**src/rtl/soc_run_ctrl_if.sv**
```systemverilog
// Handshake bundle for soc_run_ctrl: run-control requests in, domain resets and run status out.
interface soc_run_ctrl_if #(
  parameter int NUM_RST = 4,
  parameter int CNT_W   = 16
);
  logic               start;
  logic               halt_req;
  logic               kick;
  logic [NUM_RST-1:0] rst_o;
  logic               running;
  logic               done;
  logic               timeout;
  logic [CNT_W-1:0]   cycle_cnt;

  modport master (
    output start, halt_req, kick,
    input  rst_o, running, done, timeout, cycle_cnt
  );

  modport slave (
    input  start, halt_req, kick,
    output rst_o, running, done, timeout, cycle_cnt
  );
endinterface

```
**src/rtl/soc_run_ctrl.sv**
```systemverilog
// soc_run_ctrl: staggered per-domain reset release, cycle-budgeted run and sticky completion flags.
// Optional progress watchdog is built only when RUN_CTRL_WATCHDOG_EN is defined.
module soc_run_ctrl #(
  parameter int NUM_RST     = 4,
  parameter int HOLD_CYCLES = 10,
  parameter int STAGGER     = 2,
  parameter int RUN_CYCLES  = 50,
  parameter int WDT_CYCLES  = 20,
  parameter int CNT_W       = 16
) (
  input logic           clk,
  input logic           rst,
  soc_run_ctrl_if.slave bus
);
  localparam int IDX_W = (NUM_RST > 1) ? $clog2(NUM_RST) : 1;

  typedef enum logic [2:0] {
    S_HOLD,
    S_RELEASE,
    S_RUN,
    S_DONE,
    S_TIMEOUT
  } state_e;

  state_e             state_q, state_d;
  logic [CNT_W-1:0]   cnt_q, cnt_d, cnt_inc;
  logic [IDX_W-1:0]   idx_q, idx_d;
  logic [NUM_RST-1:0] rst_o_q, rst_o_d;
  logic               running_q, running_d;
  logic               done_q, done_d;
  logic               timeout_q, timeout_d;
  logic [CNT_W-1:0]   cyc_q, cyc_d, cyc_inc;
  logic               wdt_hit;

  assign cnt_inc = cnt_q + CNT_W'(1);
  assign cyc_inc = cyc_q + CNT_W'(1);

`ifdef RUN_CTRL_WATCHDOG_EN
  logic [CNT_W-1:0] wdt_q, wdt_d, wdt_inc;

  assign wdt_inc = bus.kick ? '0 : wdt_q + CNT_W'(1);
  assign wdt_hit = (wdt_inc == CNT_W'(WDT_CYCLES));

  // Held at zero outside RUN, so it is already clear on RUN entry.
  always_comb begin
    wdt_d = wdt_inc;
    if (state_q != S_RUN) wdt_d = '0;
  end

  always_ff @(posedge clk or posedge rst) begin
    if (rst) wdt_q <= '0;
    else     wdt_q <= wdt_d;
  end
`else
  logic unused_wdt;
  assign unused_wdt = bus.kick ^ (WDT_CYCLES == 0);
  assign wdt_hit    = 1'b0;
`endif

  always_comb begin
    state_d   = state_q;
    cnt_d     = cnt_q;
    idx_d     = idx_q;
    rst_o_d   = rst_o_q;
    running_d = running_q;
    done_d    = done_q;
    timeout_d = timeout_q;
    cyc_d     = cyc_q;
    case (state_q)
      S_HOLD: begin
        cnt_d = cnt_inc;
        if (cnt_inc == CNT_W'(HOLD_CYCLES)) begin
          cnt_d      = '0;
          rst_o_d[0] = 1'b0;
          if (NUM_RST == 1) begin
            state_d   = S_RUN;
            running_d = 1'b1;
          end else begin
            state_d = S_RELEASE;
            idx_d   = IDX_W'(1);
          end
        end
      end
      S_RELEASE: begin
        cnt_d = cnt_inc;
        if (cnt_inc == CNT_W'(STAGGER)) begin
          cnt_d          = '0;
          rst_o_d[idx_q] = 1'b0;
          idx_d          = idx_q + IDX_W'(1);
          if (idx_q == IDX_W'(NUM_RST - 1)) begin
            state_d   = S_RUN;
            running_d = 1'b1;
          end
        end
      end
      S_RUN: begin
        cyc_d = cyc_inc;
        // Normal completion outranks a watchdog expiry on the same edge.
        if ((cyc_inc == CNT_W'(RUN_CYCLES)) || bus.halt_req) begin
          state_d   = S_DONE;
          done_d    = 1'b1;
          running_d = 1'b0;
        end else if (wdt_hit) begin
          state_d   = S_TIMEOUT;
          timeout_d = 1'b1;
          running_d = 1'b0;
          rst_o_d   = '1;
        end
      end
      S_DONE, S_TIMEOUT: begin
        if (bus.start) begin
          state_d   = S_HOLD;
          rst_o_d   = '1;
          done_d    = 1'b0;
          timeout_d = 1'b0;
          cyc_d     = '0;
          cnt_d     = '0;
          idx_d     = '0;
        end
      end
      default: begin
        state_d   = S_HOLD;
        rst_o_d   = '1;
        running_d = 1'b0;
        cnt_d     = '0;
        idx_d     = '0;
      end
    endcase
  end

  always_ff @(posedge clk or posedge rst) begin
    if (rst) begin
      state_q   <= S_HOLD;
      cnt_q     <= '0;
      idx_q     <= '0;
      rst_o_q   <= '1;
      running_q <= 1'b0;
      done_q    <= 1'b0;
      timeout_q <= 1'b0;
      cyc_q     <= '0;
    end else begin
      state_q   <= state_d;
      cnt_q     <= cnt_d;
      idx_q     <= idx_d;
      rst_o_q   <= rst_o_d;
      running_q <= running_d;
      done_q    <= done_d;
      timeout_q <= timeout_d;
      cyc_q     <= cyc_d;
    end
  end

  assign bus.rst_o     = rst_o_q;
  assign bus.running   = running_q;
  assign bus.done      = done_q;
  assign bus.timeout   = timeout_q;
  assign bus.cycle_cnt = cyc_q;
endmodule

```
**src/flat_wrapper.sv**
```systemverilog
// flat-port wrapper written by rule: the top's interface ports become plain ports
module soc_run_ctrl_flat 
#(
  parameter int NUM_RST     = 4,
  parameter int HOLD_CYCLES = 10,
  parameter int STAGGER     = 2,
  parameter int RUN_CYCLES  = 50,
  parameter int WDT_CYCLES  = 20,
  parameter int CNT_W       = 16
)
  (clk, rst, bus_start, bus_halt_req, bus_kick, bus_rst_o, bus_running, bus_done, bus_timeout, bus_cycle_cnt);
  soc_run_ctrl_if #(.NUM_RST(NUM_RST), .CNT_W(CNT_W)) bus_i ();
  input logic clk;
  input logic rst;
  input wire logic [$bits(bus_i.start)-1:0] bus_start;
  input wire logic [$bits(bus_i.halt_req)-1:0] bus_halt_req;
  input wire logic [$bits(bus_i.kick)-1:0] bus_kick;
  output wire logic [$bits(bus_i.rst_o)-1:0] bus_rst_o;
  output wire logic [$bits(bus_i.running)-1:0] bus_running;
  output wire logic [$bits(bus_i.done)-1:0] bus_done;
  output wire logic [$bits(bus_i.timeout)-1:0] bus_timeout;
  output wire logic [$bits(bus_i.cycle_cnt)-1:0] bus_cycle_cnt;
  assign bus_i.start = bus_start;
  assign bus_i.halt_req = bus_halt_req;
  assign bus_i.kick = bus_kick;
  assign bus_rst_o = bus_i.rst_o;
  assign bus_running = bus_i.running;
  assign bus_done = bus_i.done;
  assign bus_timeout = bus_i.timeout;
  assign bus_cycle_cnt = bus_i.cycle_cnt;
  soc_run_ctrl #(.NUM_RST(NUM_RST), .HOLD_CYCLES(HOLD_CYCLES), .STAGGER(STAGGER), .RUN_CYCLES(RUN_CYCLES), .WDT_CYCLES(WDT_CYCLES), .CNT_W(CNT_W)) u_core (.clk(clk), .rst(rst), .bus(bus_i));
endmodule
```
**config.mk**
```make
export PLATFORM = sky130hd
export DESIGN_NAME = soc_run_ctrl_flat
export DESIGN_NICKNAME = d
export VERILOG_FILES = /design/src/rtl/soc_run_ctrl_if.sv /design/src/rtl/soc_run_ctrl.sv /design/src/flat_wrapper.sv
export SDC_FILE = /design/constraint.sdc
export NUM_CORES = 1
export LEC_CHECK = 0
export ABC_CLOCK_PERIOD_IN_PS = 6900
export CAP_MARGIN = 10
export CORE_MARGIN = 8
export CORE_UTILIZATION = 42
export DETAILED_ROUTE_END_ITERATION = 8
export PLACE_DENSITY = 0.58
export SETUP_SLACK_MARGIN = 0.1
export SKIP_LAST_GASP = 1
export SLEW_MARGIN = 25
export SYNTH_ARGS = -nofsm -noshare
export SYNTH_HDL_FRONTEND = slang
export SYNTH_SLANG_ARGS = --single-unit
```
**constraint.sdc**
```tcl
create_clock -name clk -period 6.9 [get_ports clk]
set_clock_uncertainty 0.15 [all_clocks]
set_input_delay 1.035 -clock clk [delete_from_list [all_inputs] [get_ports clk]]
set_output_delay 1.035 -clock clk [all_outputs]
set_load 0.01 [all_outputs]
```
== Yosys cells after proc, flatten, opt, wreduce, memory -nomap -nowiden ==
Cells that the tools add are included.

* Add/subtract/negate cells: 3
* Order comparisons: 2
* Equal/unequal tests: 13
* Multiplexer cells: 29
* Bitwise logic cells: 5
* Reduce and logical (&&, ||, !) cells: 14

{| class="wikitable"
|+ Operators with widths
! cell !! number
|-
| 16-bit one-hot mux with 4 select lines || 1
|-
| 16-bit 2-to-1 mux || 3
|-
| 16-bit by 1-bit adder with 16-bit output (second input constant) || 2
|-
| 16-bit one-hot mux with 2 select lines || 1
|-
| 16-bit by 2-bit == test with 1-bit output (second input constant) || 1
|-
| 16-bit by 4-bit == test with 1-bit output (second input constant) || 1
|-
| 16-bit by 6-bit == test with 1-bit output (second input constant) || 1
|-
| 3-bit 2-to-1 mux || 5
|-
| 3-bit one-hot mux with 4 select lines || 1
|-
| 3-bit one-hot mux with 3 select lines || 1
|-
| 4-bit 2-to-1 mux || 2
|-
| 2-bit by 1-bit != test with 1-bit output (second input constant) || 4
|-
| 2-bit one-hot mux with 4 select lines || 1
|-
| 4-bit AND reduction || 2
|-
| 1-bit 2-to-1 mux || 7
|-
| 3-bit by 2-bit == test with 1-bit output (second input constant) || 2
|-
| 2-bit 2-to-1 mux || 3
|-
| 3-bit AND reduction || 2
|-
| 5-bit AND reduction || 1
|-
| 4-bit AND || 1
|-
| 4-bit NOT || 1
|-
| 1-bit one-hot mux with 4 select lines || 1
|-
| 2-bit AND reduction || 2
|-
| 2-bit OR reduction || 2
|-
| 16 further kinds || 18
|}

* Register bits after elaboration: 43
* Input bits: 5
* Output and inout port bits: 23
* Logic and storage cells: 74

== Logic depth before layout (Yosys ltp) ==
Gate-level depths: netlist of the first run.

* Depth in word-level cells: 8
* Depth in mapped cells: 9
* Depth with buffers taken out: 9

== Worst setup path after synthesis of the first run ==
OpenSTA, ideal clock, no wires.

* Path type: flip-flop to flip-flop
* Start point: reg u_core.cnt_q[9]
* End point: reg u_core.state_q[1]
* Setup time: 0.125 ns
* Arrival: 2.861 ns
* Required time: 6.625 ns
* Path slack: 3.764 ns
* Stages on the path, launching flop included: 8
* Path buffers: 0
* Period minus slack after synthesis: 3.136 ns
* Cell sequence: dfrtp_1 -> nand4_1 -> nor4_1 -> xor2_1 -> or4_4 -> or4_1 -> a211o_1 -> mux2_4

* Longest elaborated chain between the ends: 4

{| class="wikitable"
|+ Ends and longest elaborated chain
! item !! line !! RTL
|-
| from (decl) || soc_run_ctrl.sv:26 || <nowiki>logic [CNT_W-1:0] cnt_q, cnt_d, cnt_inc;</nowiki>
|-
| from (signal assigned) || soc_run_ctrl.sv:143 || <nowiki>cnt_q <= cnt_d;</nowiki>
|-
| 16-bit by 1-bit adder with 16-bit output (*) || soc_run_ctrl.sv:35 || <nowiki>assign cnt_inc = cnt_q + CNT_W'(1);</nowiki>
|-
| 16-bit by 2-bit == test with 1-bit output / 16-bit by 4-bit == test with 1-bit output (equally long branches) || soc_run_ctrl.sv:86, soc_run_ctrl.sv:72 ||
|-
| 2-bit by 1-bit != test with 1-bit output (no line) || -- ||
|-
| 5-bit AND reduction (no line) (*) || -- ||
|-
| to (signal assigned) || soc_run_ctrl.sv:142 || <nowiki>state_q <= state_d;</nowiki>
|-
| to (decl) || soc_run_ctrl.sv:25 || <nowiki>state_e state_q, state_d;</nowiki>
|}

Mark *: on every way between the ends. The rest lies on a longest branch, timed or not.
A chain may end at the register's enable or synchronous reset.

== Worst setup path in the final report of the first run ==
* Start point: in bus_start
* End point: reg u_core.cnt_q[5]

* Longest elaborated chain between the ends: 2

{| class="wikitable"
|+ Ends and longest elaborated chain
! item !! line !! RTL
|-
| from (decl) || flat_wrapper.sv:15 || <nowiki>input wire logic [$bits(bus_i.start)-1:0] bus_start;</nowiki>
|-
| 2-bit != test (no line) || -- ||
|-
| 2-bit AND reduction (no line) || -- ||
|}

No other way between the ends.

==> results of run 1 <==
[metrics by stage]
step                      utilization  total power, mW  setup slack, ns  cells  instance area, um2
after floorplan                     -            0.255             3.76    333                2910
after global placement          0.470            0.259             2.89    419                3180
after detailed placement        0.470            0.259             2.84    419                3180
after CTS                       0.483            0.426             3.16    427                3260
after global routing            0.483            0.434             2.91    427                3260
final                           0.483            0.417             3.14    427                3260
[layout make-up]
cell class              count  share of cell area
well taps                  80              0.0307
inverters                  16              0.0184
clock buffers               6              0.0222
clock inverters             2             0.00422
multi-input cells         255               0.522
repair buffers             26              0.0790
flip-flops and latches     42               0.323
[cell usage after synthesis, drive strengths merged, types with 10 or more instances]
cell    count  area share
nand4      13       0.033
nor2       17       0.022
a31oi      12       0.026
ha         13       0.056
inv        16       0.021
dfrtp      38        0.33
nand3      15       0.030
nand2      32       0.041
a21oi      10       0.017
o21ai      33       0.057
clkbuf     15       0.020
and3       11       0.024
[final timing paths]
path	start	to	slack, ns	cells after the start
worst min register to register	u_core.bus.rst_o[0]	u_core.bus.rst_o[0]	0.36	2
max in group asynchronous	rst	u_core.cnt_q[10]	5.20	3
worst max-delay path	bus_start	u_core.cnt_q[5]	3.14	8
min in group asynchronous	rst	u_core.bus.cycle_cnt[11]	1.01	3
worst min-delay path	u_core.bus.rst_o[0]	u_core.bus.rst_o[0]	0.36	2
worst max register to register	u_core.state_q[0]	u_core.cnt_q[5]	3.31	8
[kinds of logic after synthesis]
| group | share of synthesized area |
|---|---|
| xor gates and xnor gates | 0.0361 |
| DFF | 0.363 |
| muxes | 0.0228 |
| other | 0.00129 |
| buffers and inverters | 0.0508 |
| adders and majority gates | 0.0559 |
| and+or+nand+nor | 0.234 |
| AOI/OAI and AO/OA | 0.236 |
[power groups by stage]
| stage | Combinational, mW | Clock, mW | Sequential, mW |
|---|---|---|---|
| finish | 0.00768 | 0.163 | 0.246 |
| global route | 0.00901 | 0.179 | 0.246 |
| CTS | 0.00824 | 0.172 | 0.246 |
| detailed placement | 0.00825 | 0 | 0.251 |
| global placement | 0.00826 | 0 | 0.251 |
| floorplan | 0.00446 | 0 | 0.251 |
[routing by layer]
metal	vias to the layer above	global-route usage
met1	1196	0.203
met4	0	0.0524
li1	1269	-
met5	-	0
met2	55	0.241
met3	6	0.0300
[sequential cells by signal, indices dropped and copies added (netlist names)]
register              flops
u_core.idx_q              2
u_core.state_q            2
u_core.bus.rst_o          4
u_core.bus.running        1
u_core.cnt_q             16
u_core.bus.done           1
u_core.bus.cycle_cnt     16
[critical path, stage by stage]
cell	delay, ns
clkdlybuf4s50_1	0.49
nand2b_1	0.31
nand2_1	0.55
nor2_1	0.48
nand2_1	0.09
a2111o_1	0.55
o2111ai_1	0.13
o41ai_1	0.11
==> results.tsv, run 1 <==
metric	value	unit
status	complete, no violations	
Pint	320	uW
Starting DRT DRC Count	156	
CP Data Required Time	6.91	ns
critical path arrival	3.77	ns
vias in the first global route	2389	
final hold violations	0	
combinational share of power	0.018	
Skew-Pair Late Insertion Delay	0.30	ns
PwrDens	128	mW/mm2
fin nets	364	
CTS Hold Bufs	0	
GRT Overall Usage	0.153	
crit path max fanout	24	
CTS sink cnt	42	
die area	0.00984	mm2
Synth Warn #	0	
synthesized flop and latch total	42	
H-tree depth	2	
Setup CP Type	in -> reg	
Final setup violation count	0	
top layer in use	met4	
f_max	266	MHz
number of buffers created by CTS	5	
synthesized area	0.00291	mm2
Worst-Margin Slew	0.921	ns
GP Congestion	0.763	
Seq pwr share	0.590	
Async SR Flop Fraction	1.00	
DRC viols	0	
hpwl dp	4.86	mm
CTS root buffer	clkbuf_8	
CTS tree	yes	
EDFF count, synth	0	
maximum clock path buffer count	2	
die height	99.2	um
Die W	99.2	um
element type at the critical path end	flip-flop	
number of I/O pins	28	
post-DR wirelength/cell	16.6	um
met3 wirelength from detailed routing	250	um
# rows	30	
Mapped Cells	333	
P_sw	97.1	uW
I/O Buffers	25	
Starting Density	0.430	
RSZ-0062 raised after global routing	no	
FF/Latch Area	0.00106	mm2
Switching Fraction	0.233	
Worst VDD drop	0.0559	mV
ys flop type	dfrtp_1	
commonest cells after routing, fill and taps aside	dfrtp_1, nand2_1, o21ai_0	
Filler cells	682	
most common cell after layout, fill and taps aside	dfrtp_1	
initial antenna violation count	0	
Final period util	0.545	
clock share of power	0.391	
crit path launch type	input port	
Seq/Total Area, Yosys	0.363	
Worst Hold Slack	0.355	ns
Congestion Overflow GR	0	
Post-CTS Repair Setup Buffers	0	
count of pins over their slew limit	0	
Post-DRT Antenna Nets	0	
Clk pin slew, worst setup/hold paths	0.09	ns
core area	0.00676	mm2
Vias/cell	5.92	
max cap viols	0	
Final min period	3.76	ns
detailed-route via count	2526	
first-pass iteration count of the detailed router	4	
Worst slew margin	0.385	
first-pass GRT wire length	12.3	mm
Avg Cell Area, Syn	8.73	um2
post_cts resized	0	
Met2 Wirelength	3.29	mm
final WL	7.08	mm
WL met1	3.44	mm
share of post-route cells with drive strength above 1	0.0605	
post-synth net total	351	
synth unique cells	62	
largest net degree at the start of global routing	43	
Area Growth Syn to Fin	12.3	%
P_leak	1.33	nW
total negative slack	0	ns
multi-input logic area	0.00170	mm2
antenna cell count	0	
worst min path class	reg -> reg	
Power figures use the tool's default switching activity.
==> inputs of run 2 (changes only) <==
--- a/config.mk
+++ b/config.mk
@@ -5,7 +5,7 @@
 export SDC_FILE = /design/constraint.sdc
 export NUM_CORES = 1
 export LEC_CHECK = 0
-export ABC_CLOCK_PERIOD_IN_PS = 6900
+export ABC_CLOCK_PERIOD_IN_PS = 3700
 export CAP_MARGIN = 10
 export CORE_MARGIN = 8
 export CORE_UTILIZATION = 42
==> constraint.sdc (replaced) <==
create_clock -name clk -period 3.7 [get_ports clk]
set_clock_uncertainty 0.15 [all_clocks]
set_input_delay 0.555 -clock clk [delete_from_list [all_inputs] [get_ports clk]]
set_output_delay 0.555 -clock clk [all_outputs]
set_load 0.01 [all_outputs]
==> run 2 against run 1 <==
Compared with the run above: global-route usage is 0.17 points lower; first-iteration DRC count is 33% lower; critical endpoint is now u_core.state_q[1]; highest routed layer unchanged; register-to-register slack worse by 2.9 ns.
==> results.tsv, run 2 (synthesis results as in run 1) <==
metric	value	unit	change
Crit path depth	8		unchanged
total negative slack	0	ns	unchanged
Die W	99.2	um	unchanged
Vias/cell	5.97		was 5.92
GP Congestion	0.796		was 0.763
CTS Hold Bufs	0		unchanged
antenna cell count	0		unchanged
crit path launch type	flip-flop		was input port
cells along the critical path	ha_1 > nand4_4 > nor3_4 > a31oi_1 > or4_4 > or4_1 > a211o_1 > mux2_4		was clkdlybuf4s50_1 > nand2b_1 > nand2_1 > nor2_1 > nand2_1 > a2111o_1 > o2111ai_1 > o41ai_1
CP Data Required Time	3.74	ns	was 6.91 ns
final hold violations	0		unchanged
Worst VDD drop	0.107	mV	was 0.0559 mV
Area Growth Syn to Fin	14.5	%	was 12.3%
crit-path leading delay family	simple AND/OR/NAND/NOR gates		unchanged
Post-CTS Repair Setup Buffers	0		unchanged
commonest cells after routing, fill and taps aside	dfrtp_1, nand2_1, o21ai_0		unchanged
post-route cell area	0.00333	mm2	was 0.00326 mm2
P_leak	1.37	nW	was 1.33 nW
# rows	30		unchanged
first-pass iteration count of the detailed router	4		unchanged
CTS tree	yes		unchanged
Tot Pwr	842	uW	was 417 uW
Worst slew margin	0.597		was 0.385
die area	0.00984	mm2	unchanged
number of I/O pins	28		unchanged
vias in the first global route	2504		was 2389
met3 wirelength from detailed routing	253	um	was 250 um
Clk pin slew, worst setup/hold paths	0.08	ns	was 0.09 ns
top layer in use	met4		unchanged
Final min period	3.32	ns	
GRT Overall Usage	0.151		was 0.153
CTS root buffer	clkbuf_8		unchanged
Worst Hold Slack	0.360	ns	was 0.355 ns
initial antenna violation count	0		unchanged
share of post-route cells with drive strength above 1	0.0737		was 0.0605
worst min path class	reg -> reg		unchanged
max incr delay on CP	0.54	ns	was 0.55 ns
f_max	301	MHz	
placed insts	425		was 419
number of buffers created by CTS	5		unchanged
slowest library cell on the worst path	or4_4		was nand2_1
H-tree depth	2		unchanged
Worst-Margin Slew	0.599	ns	was 0.921 ns
Setup CP Type	reg -> reg		was in -> reg
fin nets	370		was 364
worst-case reg-to-reg path depth	8		unchanged
Final period util	0.899		
status	complete, no violations		unchanged
Skew-Pair Late Insertion Delay	0.30	ns	about the same
Post-DRT Antenna Nets	0		unchanged
post_cts resized	0		unchanged
crit path max fanout	7		was 24
post-DR wirelength/cell	16.5	um	was 16.6 um
CTS sink cnt	42		unchanged
WL met1	3.46	mm	was 3.44 mm
Placed Area	0.00322	mm2	was 0.00318 mm2
die height	99.2	um	unchanged
critical path arrival	3.37	ns	was 3.77 ns
final WL	7.17	mm	was 7.08 mm
I/O Buffers	25		unchanged
core area	0.00676	mm2	unchanged
RSZ-0062 raised after global routing	no		unchanged
detailed-route via count	2585		was 2526
element type at the critical path end	flip-flop		unchanged
WHS Path Cells	2		unchanged
Met2 Wirelength	3.38	mm	was 3.29 mm
Starting Density	0.430		unchanged
most common cell after layout, fill and taps aside	dfrtp_1		unchanged
Final setup violation count	0		unchanged
largest net degree at the start of global routing	43		unchanged
max cap viols	0		unchanged
Worst Path Buf+Inv	0		was 1
hpwl dp	4.97	mm	was 4.86 mm
PwrDens	253	mW/mm2	was 128 mW/mm2
Congestion Overflow GR	0		unchanged
Layout Cells excl Fill	433		was 427
count of pins over their slew limit	0		unchanged
maximum clock path buffer count	2		unchanged
DRC viols	0		unchanged
first-pass GRT wire length	12.4	mm	was 12.3 mm
Starting DRT DRC Count	104		was 156
## run 2: layer usage
metal / global-route usage / up-vias
met1: 0.198 / 1252
met3: 0.0342 / 8
met4: 0.0419 / 0
met2: 0.243 / 39
met5: 0 / -
li1: - / 1286
## run 2: layout make-up
cell class | count | area (um2)
Clock buffer | 7 | 76.3
Tap cell | 80 | 100
Multi-Input combinational cell | 255 | 1700
Fill cell | 683 | 3430
Inverter | 16 | 60.1
Clock inverter | 1 | 30.0
Sequential cell | 42 | 1060
Timing Repair Buffer | 32 | 303
## run 2: through the flow
step,utilization,setup slack [ns]
final,0.493,0.375
after floorplan,-,0.564
after detailed placement,0.477,0.381
after CTS,0.493,0.380
after global routing,0.493,0.203
after global placement,0.477,0.397
## run 2: where the power goes
part,internal (mW),switching [mW],leakage [nW]
clock,0.202,0.166,0.0524
combinational,0.00382,0.0110,0.851
sequential,0.459,0,0.468
## run 2: path summary, 6_finish.rpt
check | from | end | slack, ns
max in group asynchronous | rst | u_core.cnt_q[0] | 2.46
min | u_core.bus.rst_o[0] | u_core.bus.rst_o[0] | 0.36
max reg2reg | u_core.cnt_q[0] | u_core.state_q[1] | 0.38
max | u_core.cnt_q[0] | u_core.state_q[1] | 0.38
min reg2reg | u_core.bus.rst_o[0] | u_core.bus.rst_o[0] | 0.36
min in group asynchronous | rst | u_core.bus.cycle_cnt[11] | 0.55
## run 2: worst reg2reg max path: stages (launching register included)
cell and delay (ns):
dfrtp_1 0.44, ha_1 0.36, nand4_4 0.19, nor3_4 0.25, a31oi_1 0.12, or4_4 0.54, or4_1 0.52, a211o_1 0.36
mux2_4 0.30
